## config.mk

```make
export PLATFORM = sky130hd
export DESIGN_NAME = arm_motion_sequencer
export DESIGN_NICKNAME = d
export VERILOG_FILES = /design/src/rtl/arm_pkg.sv /design/src/rtl/tick_gen.sv /design/src/rtl/arm_motion_sequencer.sv
export SDC_FILE = /design/constraint.sdc
export NUM_CORES = 1
export LEC_CHECK = 0
export CORE_MARGIN = 8
export CORE_UTILIZATION = 50
export DETAILED_ROUTE_END_ITERATION = 10
export PLACE_DENSITY = 0.89
export SYNTH_ARGS = -nofsm -noshare
export SYNTH_HDL_FRONTEND = slang
export SYNTH_HIERARCHICAL = 1
export SYNTH_SLANG_ARGS = --single-unit
```

## constraint.sdc

```tcl
create_clock -name clk -period 3.1 [get_ports clk]
set_input_delay 0.93 -clock clk [delete_from_list [all_inputs] [get_ports clk]]
set_output_delay 0.93 -clock clk [all_outputs]
set_load 0.03 [all_outputs]
```

## src/rtl/arm_pkg.sv

```systemverilog
// Shared types and constants for the arm motion sequencer.
// Mode, coordinate and FSM state definitions plus home position defaults.
package arm_pkg;

    typedef enum logic [1:0] {
        MODE_IDLE       = 2'd0,
        MODE_KEYBOARD   = 2'd1,
        MODE_ULTRASONIC = 2'd2,
        MODE_XADC       = 2'd3
    } mode_t;

    typedef logic [7:0] coord_t;

    typedef enum logic [1:0] {
        S_IDLE   = 2'd0,
        S_ISSUE  = 2'd1,
        S_SETTLE = 2'd2
    } seq_state_t;

    localparam int HOME_X_DEF = 4;
    localparam int HOME_Y_DEF = 4;

endpackage

```

## src/rtl/tick_gen.sv

```systemverilog
// Free-running update-tick prescaler for the arm motion sequencer.
// Emits a one-cycle tick when the count reaches TICK_DIV-1, then wraps.
module tick_gen #(
    parameter int TICK_DIV = 100000
) (
    input  logic clk,
    input  logic reset,
    output logic tick
);

    localparam int W = (TICK_DIV > 1) ? $clog2(TICK_DIV) : 1;
    localparam logic [W-1:0] LAST = W'(TICK_DIV - 1);

    logic [W-1:0] cnt;

    assign tick = (cnt == LAST);

    // Prescaler count, wrapping on each tick.
    always_ff @(posedge clk) begin
        if (reset || tick) cnt <= '0;
        else               cnt <= cnt + 1'b1;
    end

endmodule

```

## src/rtl/arm_motion_sequencer.sv

```systemverilog
// Arm motion sequencer: source select, clamp, slew-limited command issue.
// Optional feature macro MOTION_SLEW_EN: stepped motion; otherwise jump to target.
module arm_motion_sequencer
    import arm_pkg::*;
#(
    parameter int TICK_DIV     = 100000,
    parameter int STEP         = 1,
    parameter int SETTLE_TICKS = 2,
    parameter int X_MAX        = 12,
    parameter int Y_MAX        = 12,
    parameter int HOME_X       = HOME_X_DEF,
    parameter int HOME_Y       = HOME_Y_DEF
) (
    input  logic       clk,
    input  logic       reset,
    input  logic [1:0] mode,
    input  logic [7:0] kb_x,
    input  logic [7:0] kb_y,
    input  logic       kb_valid,
    input  logic [7:0] us_x,
    input  logic [7:0] us_y,
    input  logic       us_valid,
    input  logic [7:0] ad_x,
    input  logic [7:0] ad_y,
    input  logic       ad_valid,
    output logic [7:0] cmd_x,
    output logic [7:0] cmd_y,
    output logic       cmd_valid,
    input  logic       cmd_ready,
    output logic       busy,
    output logic [1:0] active_src
);

    localparam coord_t HX   = coord_t'(HOME_X);
    localparam coord_t HY   = coord_t'(HOME_Y);
    localparam coord_t XLIM = coord_t'(X_MAX);
    localparam coord_t YLIM = coord_t'(Y_MAX);
    localparam logic [15:0] SETTLE_LAST =
        16'((SETTLE_TICKS > 0) ? SETTLE_TICKS - 1 : 0);

    seq_state_t  state;
    coord_t      tgt_x, tgt_y;
    coord_t      pos_x, pos_y;
    coord_t      nxt_x, nxt_y;
    coord_t      src_x, src_y;
    logic        src_v;
    logic        mode_chg;
    mode_t       sel;
    logic        tick;
    logic [15:0] settle_cnt;

    tick_gen #(.TICK_DIV(TICK_DIV)) u_tick (
        .clk   (clk),
        .reset (reset),
        .tick  (tick)
    );

    function automatic coord_t clamp(coord_t v, coord_t lim);
        return (v > lim) ? lim : v;
    endfunction

`ifdef MOTION_SLEW_EN
    localparam logic signed [8:0] STEP_S = 9'(STEP);
    localparam coord_t            STEP_C = coord_t'(STEP);

    function automatic coord_t step_to(coord_t p, coord_t t);
        logic signed [8:0] d;
        d = $signed({1'b0, t}) - $signed({1'b0, p});
        if (d > STEP_S)       return p + STEP_C;
        else if (d < -STEP_S) return p - STEP_C;
        else                  return t;
    endfunction

    assign nxt_x = step_to(pos_x, tgt_x);
    assign nxt_y = step_to(pos_y, tgt_y);
`else
    assign nxt_x = tgt_x;
    assign nxt_y = tgt_y;
`endif

    assign cmd_x = pos_x;
    assign cmd_y = pos_y;

    // Pick the source feeding the target: new mode on change, else latched.
    always_comb begin
        mode_chg = (mode != active_src);
        sel      = mode_t'(mode_chg ? mode : active_src);
        src_x    = HX;
        src_y    = HY;
        src_v    = 1'b0;
        unique case (sel)
            MODE_KEYBOARD: begin
                src_x = kb_x; src_y = kb_y; src_v = kb_valid;
            end
            MODE_ULTRASONIC: begin
                src_x = us_x; src_y = us_y; src_v = us_valid;
            end
            MODE_XADC: begin
                src_x = ad_x; src_y = ad_y; src_v = ad_valid;
            end
            default: begin
                src_x = HX; src_y = HY; src_v = 1'b0;
            end
        endcase
    end

    // Target latch with clamp on every load.
    always_ff @(posedge clk) begin
        if (reset) begin
            active_src <= 2'd0;
            tgt_x      <= HX;
            tgt_y      <= HY;
        end else if (mode_chg || src_v) begin
            active_src <= mode;
            tgt_x      <= clamp(src_x, XLIM);
            tgt_y      <= clamp(src_y, YLIM);
        end
    end

    // Issue/settle FSM with registered command outputs.
    always_ff @(posedge clk) begin
        if (reset) begin
            state      <= S_IDLE;
            pos_x      <= HX;
            pos_y      <= HY;
            cmd_valid  <= 1'b0;
            busy       <= 1'b0;
            settle_cnt <= '0;
        end else begin
            unique case (state)
                S_IDLE: begin
                    if (tick && (pos_x != tgt_x || pos_y != tgt_y)) begin
                        pos_x     <= nxt_x;
                        pos_y     <= nxt_y;
                        cmd_valid <= 1'b1;
                        busy      <= 1'b1;
                        state     <= S_ISSUE;
                    end
                end
                S_ISSUE: begin
                    if (cmd_ready) begin
                        cmd_valid  <= 1'b0;
                        settle_cnt <= '0;
                        state      <= S_SETTLE;
                    end
                end
                S_SETTLE: begin
                    if (SETTLE_TICKS == 0) begin
                        busy  <= 1'b0;
                        state <= S_IDLE;
                    end else if (tick) begin
                        if (settle_cnt == SETTLE_LAST) begin
                            busy  <= 1'b0;
                            state <= S_IDLE;
                        end else begin
                            settle_cnt <= settle_cnt + 1'b1;
                        end
                    end
                end
                default: begin
                    busy      <= 1'b0;
                    cmd_valid <= 1'b0;
                    state     <= S_IDLE;
                end
            endcase
        end
    end

endmodule

```

After elaboration in Yosys (flattened, before gate mapping) --
Cells that the tools add are included.
Word-level totals: bits in registers 71, latch bits 0, bits in writable memories 0, memory bits (read-only) 0, output and inout port bits 20, memories kept 0
Operators by class: add/sub/neg operators 2, multiply operators 0, div/mod/pow operators 0, magnitude comparators 2, equal/unequal tests 15, shifts and indexed selects 0, muxes and demuxes 21, bitwise operators 2, reductions and logical operators 11
Operator list (number):
- $mux 16 | 3
- $pmux 8 s3 | 2
- $pmux 16 s2 | 1
- $add 17x1->17 const B | 1
- $eq 17x17->1 const B | 1
- $add 16x1->16 const B | 1
- $eq 16x1->1 const B | 1
- $gt 8x4->1 const B | 2
- $mux 8 | 2
- $ne 8x8->1 | 2
- $reduce_and 4->1 | 3
- $mux 2 | 5
- $ne 2x2->1 const B | 5
- $pmux 1 s3 | 3
- $eq 2x2->1 const B | 3
- $pmux 2 s3 | 1
- $eq 2x1->1 const B | 2
- $mux 1 | 4
- $logic_or 1x1->1 | 3
- $reduce_and 3->1 | 1
- $logic_not 2->1 | 1
- $ne 2x2->1 | 1
- $not 1->1 | 2
- $reduce_and 2->1 | 1
- 2 further kinds | 2

Logic depth before layout (Yosys ltp) --
depth after elaboration 6, depth in mapped cells 9, depth with buffers taken out 9

Cells and area by module --
The synthesis kept the hierarchy.
By module, submodules not included:
- arm_motion_sequencer | times used 1, cells an instance 314, area an instance 2808.9 µm², seq. area each 1081.0 µm²
- tick_gen | times used 1, cells an instance 88, area an instance 797.0 µm², seq. area each 340.3 µm²

Least setup slack after synthesis --
No wires, ideal clock.
path type input -> register, start input mode[1], end register tgt_x[1] (netlist: nxt_x[1]), setup time 0.071 ns, arrival time 2.172 ns, data required time 3.029 ns, setup slack 0.857 ns, cell stages on the path 7, buffers on the path 2, path through buf_6 -> nand3b_1 -> a211oi_1 -> or2_1 -> buf_6 -> or4_1 -> a21oi_1
On the way: cells in the longest elaborated chain, start to end 6, elaborated cells between the ends (all ways) 10, those cells by class order compare (1); eq/ne (4); mux (4); reduce/logical (1)
Ends and longest elaborated chain:
- start, declared | RTL line arm_motion_sequencer.sv:16 | input logic [1:0] mode,
- $ne 2x2->1 | RTL line arm_motion_sequencer.sv:86 | mode_chg = (mode != active_src);
- $mux 2 | RTL line arm_motion_sequencer.sv:87 | sel = mode_t'(mode_chg ? mode : active_src);
- $eq 2x2->1 or $eq 2x1->1 (tied branches) | RTL line arm_motion_sequencer.sv:91 | unique case (sel)
- $pmux 8 s3 | RTL line arm_motion_sequencer.sv:91
- $gt 8x4->1 | RTL line arm_motion_sequencer.sv:59 | return (v > lim) ? lim : v;
- $mux 8 | RTL line arm_motion_sequencer.sv:59
- end signal, assigned | RTL line arm_motion_sequencer.sv:115 | tgt_x <= clamp(src_x, XLIM);
- end, declared | RTL line arm_motion_sequencer.sv:42 | coord_t tgt_x, tgt_y;
Several ways; a longest one is shown, not always the timed one. A chain may end at the register's enable or synchronous reset.

Worst setup path after layout --
start register u_tick.cnt[0], end register settle_cnt[10]
On the way: cells in the longest elaborated chain, start to end 3
Ends and longest elaborated chain:
- start, declared | RTL line tick_gen.sv:14 | logic [W-1:0] cnt;
- start signal, assigned | RTL line tick_gen.sv:21 | else cnt <= cnt + 1'b1;
- $eq 17x17->1 | RTL line tick_gen.sv:16 | assign tick = (cnt == LAST);
- named net tick | RTL line arm_motion_sequencer.sv:49 | logic tick;
- $ne 2x2->1 (no source line)
- $reduce_and 4->1 (no source line)
- end signal, assigned | RTL line arm_motion_sequencer.sv:156 | settle_cnt <= settle_cnt + 1'b1;
- end, declared | RTL line arm_motion_sequencer.sv:50 | logic [15:0] settle_cnt;
The timed path passes the listed nets, and every way through them passes these cells.

==> results.txt <==
status - completed
DRC - 0
CTS root buf - clkbuf_8
number of enable flip-flop cells after synthesis - 0
worst hold-check path type - flip-flop to flip-flop
CTS tree - built
xor and xnor area share after synthesis - 0.0947
core area - 7140 sq um
RD Place Congestion - 0.924
cts bufs inserted - 9
Setup crit start kind - flip-flop
Comb pwr share - 0.099
crit path max fanout - 8
Cell Int Power - 0.00144 W
detailed router's first-iteration violation count - 227
number of synthesized register bits - 71
setup violators final - 0
crit path DAT - 3.05 ns
Power Density - 400 nW/um^2
grt ovf - 0
later-pin clock latency in the skew report - 0.34 ns
antenna-violating nets left - 0
Fmax - 360 MHz
Max VDD drop - 221 uV
yosys warns - 6
TNS Setup - 0 ns
top-count cell post-synth - dfxtp_1
most area-consuming cells after synthesis - dfxtp_1 (39%), mux2i_1 (6.1%), xor2_1 (5.8%)
Syn-to-layout area delta - 28.0%
Net count, final - 537
Simple-Gate Fraction of Synth Area - 0.294
largest net degree at the start of global routing - 21
Fin Clk Skew - 0.00979 ns
sequential share of power - 0.506
Routed wire per std cell - 14.5 um
Final Hold Fails - 0
Syn Inst Count - 402
Slew Viols, Final - 0
Adder-Cell Fraction of Synth Area - 0.0104
vias - 3158
Initial Util - 0.505
register area share after synthesis - 0.394
H-tree depth - 3
Die H - 101 um
Total Wirelength - 8440 um
Post-synth top cells - dfxtp_1 (71), nor2_1 (46), nand2b_1 (31)
first-pass GRT wire length - 14200 um
GRT Resource Usage Total - 0.173
clk slew on worst S/H paths - 0.07 ns
area fraction in compound gates after synthesis - 0.0920
I/O pins - 76
Layout Cells excl Fill - 581
ys async rst share - 0
Worst EP required - 3.37 ns
die area - 10200 sq um
# rows - 31
Mapped Area - 3610 sq um
port bufs - 75
clock group share of total power - 0.396
Die X - 101 um
switching share of power - 0.219
Sink Count - 71
number of global-route vias before repair - 3198
Slew @ Worst Pin - 0.521 ns
Synth area leader - dfxtp_1
via/cell ratio - 5.44
CP Capture Type - flip-flop
Psw - 0.000405 W
Post-CTS Setup Inserts - 0
PostCTS Resize Cnt - 0
RSZ-0062 raised after global routing - false
Tcrit/Tclk final - 0.897
synthesized area per cell - 8.97 sq um
Setup CP Type - flip-flop to flip-flop
max cap viols - 0
antenna violations before repair - 0
drt pass-1 iters - 4
placed cell count - 566
Antenna diodes - 0
relative slew slack - 0.653
library cells used by synthesis - 53
syn_nets - 461
HPWL after DPL - 6500 um
Period minus WS final - 2.78 ns
share of cells above drive strength 1 - 0.0788
top-area cell type share of the netlist area - 0.394
clk buf depth - 2
Filler cells - 624
combinational family with the most area after synthesis - simple AND/OR/NAND/NOR gates
Top FF cell, synth - dfxtp_1
P_leak - 1.68 nW
hold_buf cts - 0
post-synthesis mux area share - 0.0704
-- logic make-up (layout without fill, tap and decap cells) --
family / after synthesis / count (layout)
muxes: 25 / 25
AOI/OAI and AO/OA: 49 / 49
DFF: 71 / 71
and+or+nand+nor: 189 / 189
buffers and inverters: 26 / 106
adders and majority gates: 3 / 3
xor gates and xnor gates: 39 / 39
-- flip-flops by register name (all words and copies together) (netlist names) --
name and cells:
u_tick/cnt 17, state 2, busy 1, nxt_x 8
nxt_y 8, cmd_x 8, active_src 2, cmd_y 8
cmd_valid 1, settle_cnt 16
-- area by class of cell --
cell class,count,area [sq um],area share
Clock inverter,3,42.5,0.00921
Timing Repair Buffer,85,826,0.179
Inverter,6,22.5,0.00488
Tap cell,99,124,0.0268
Clock buffer,12,155,0.0336
Multi-Input combinational cell,305,2030,0.439
Sequential cell,71,1420,0.308
-- through the flow --
step           hold slack [ns]  cell area, sq um  power, W  setup slack [ns]  utilization
2_1_floorplan            0.430              3610   0.00104             0.857            -
3_3_place_gp             0.443              4420   0.00113             0.180        0.619
3_5_place_dp             0.449              4420   0.00114            0.0512        0.619
4_1_cts                  0.459              4620   0.00186             0.348        0.647
5_1_grt                  0.487              4620   0.00193             0.118        0.647
6_report                 0.455              4620   0.00185             0.319        0.647
-- worst max-delay path, stage by stage (launching register included) --
cell and delay (ns):
dfxtp_1 0.38, ha_1 0.24, nand4_1 0.24, nor2_1 0.22, and3_1 0.33, nand3b_1 0.23, a211oi_2 0.33, nand2_1 0.23
or3_1 0.37, a21oi_1 0.16
-- worst paths after layout --
check | start | endpoint | slack, ns | cells after the start
setup / recovery | u_tick/cnt[0]$_SDFF_PP0_ | settle_cnt[10]$_SDFFE_PP0P_ | 0.32 | 9
setup reg to reg | u_tick/cnt[0]$_SDFF_PP0_ | settle_cnt[10]$_SDFFE_PP0P_ | 0.32 | 9
hold / removal | cmd_valid$_SDFFE_PP0P_ | cmd_valid$_SDFFE_PP0P_ | 0.46 | 2
hold reg to reg | cmd_valid$_SDFFE_PP0P_ | cmd_valid$_SDFFE_PP0P_ | 0.46 | 2
-- metal layers --
layer	share of wire	global-route usage	wire, um	vias up
li1	-	-	-	1565
met2	0.48	0.289	4050	114
met4	0.021	0.0745	179	0
met5	0	0	0	-
met3	0.074	0.0628	624	25
met1	0.42	0.192	3580	1454
-- power by group through the flow --
stage / combinational [W] / clock, W / sequential, W
after global placement: 0.000179 / 0 / 0.000953
after CTS: 0.000183 / 0.000744 / 0.000933
after detailed placement: 0.000183 / 0 / 0.000954
after floorplan: 0.0000867 / 0 / 0.000953
final: 0.000182 / 0.000730 / 0.000934
after global routing: 0.000201 / 0.000792 / 0.000934
-- layout by cell type (no fill, tap or decap), drive strengths merged, types with 11 or more instances in the layout --
master	Yosys	routed
clkdlybuf4s50	0	75
dfxtp	71	71
nor2	46	46
nand2b	31	31
xor2	24	24
mux2i	22	22
nand2	21	21
xnor2	15	15
nor4	14	14
nand3	14	14
a21oi	13	13
clkbuf	8	12
o21ai	11	11
Power figures use the tool's default switching activity.
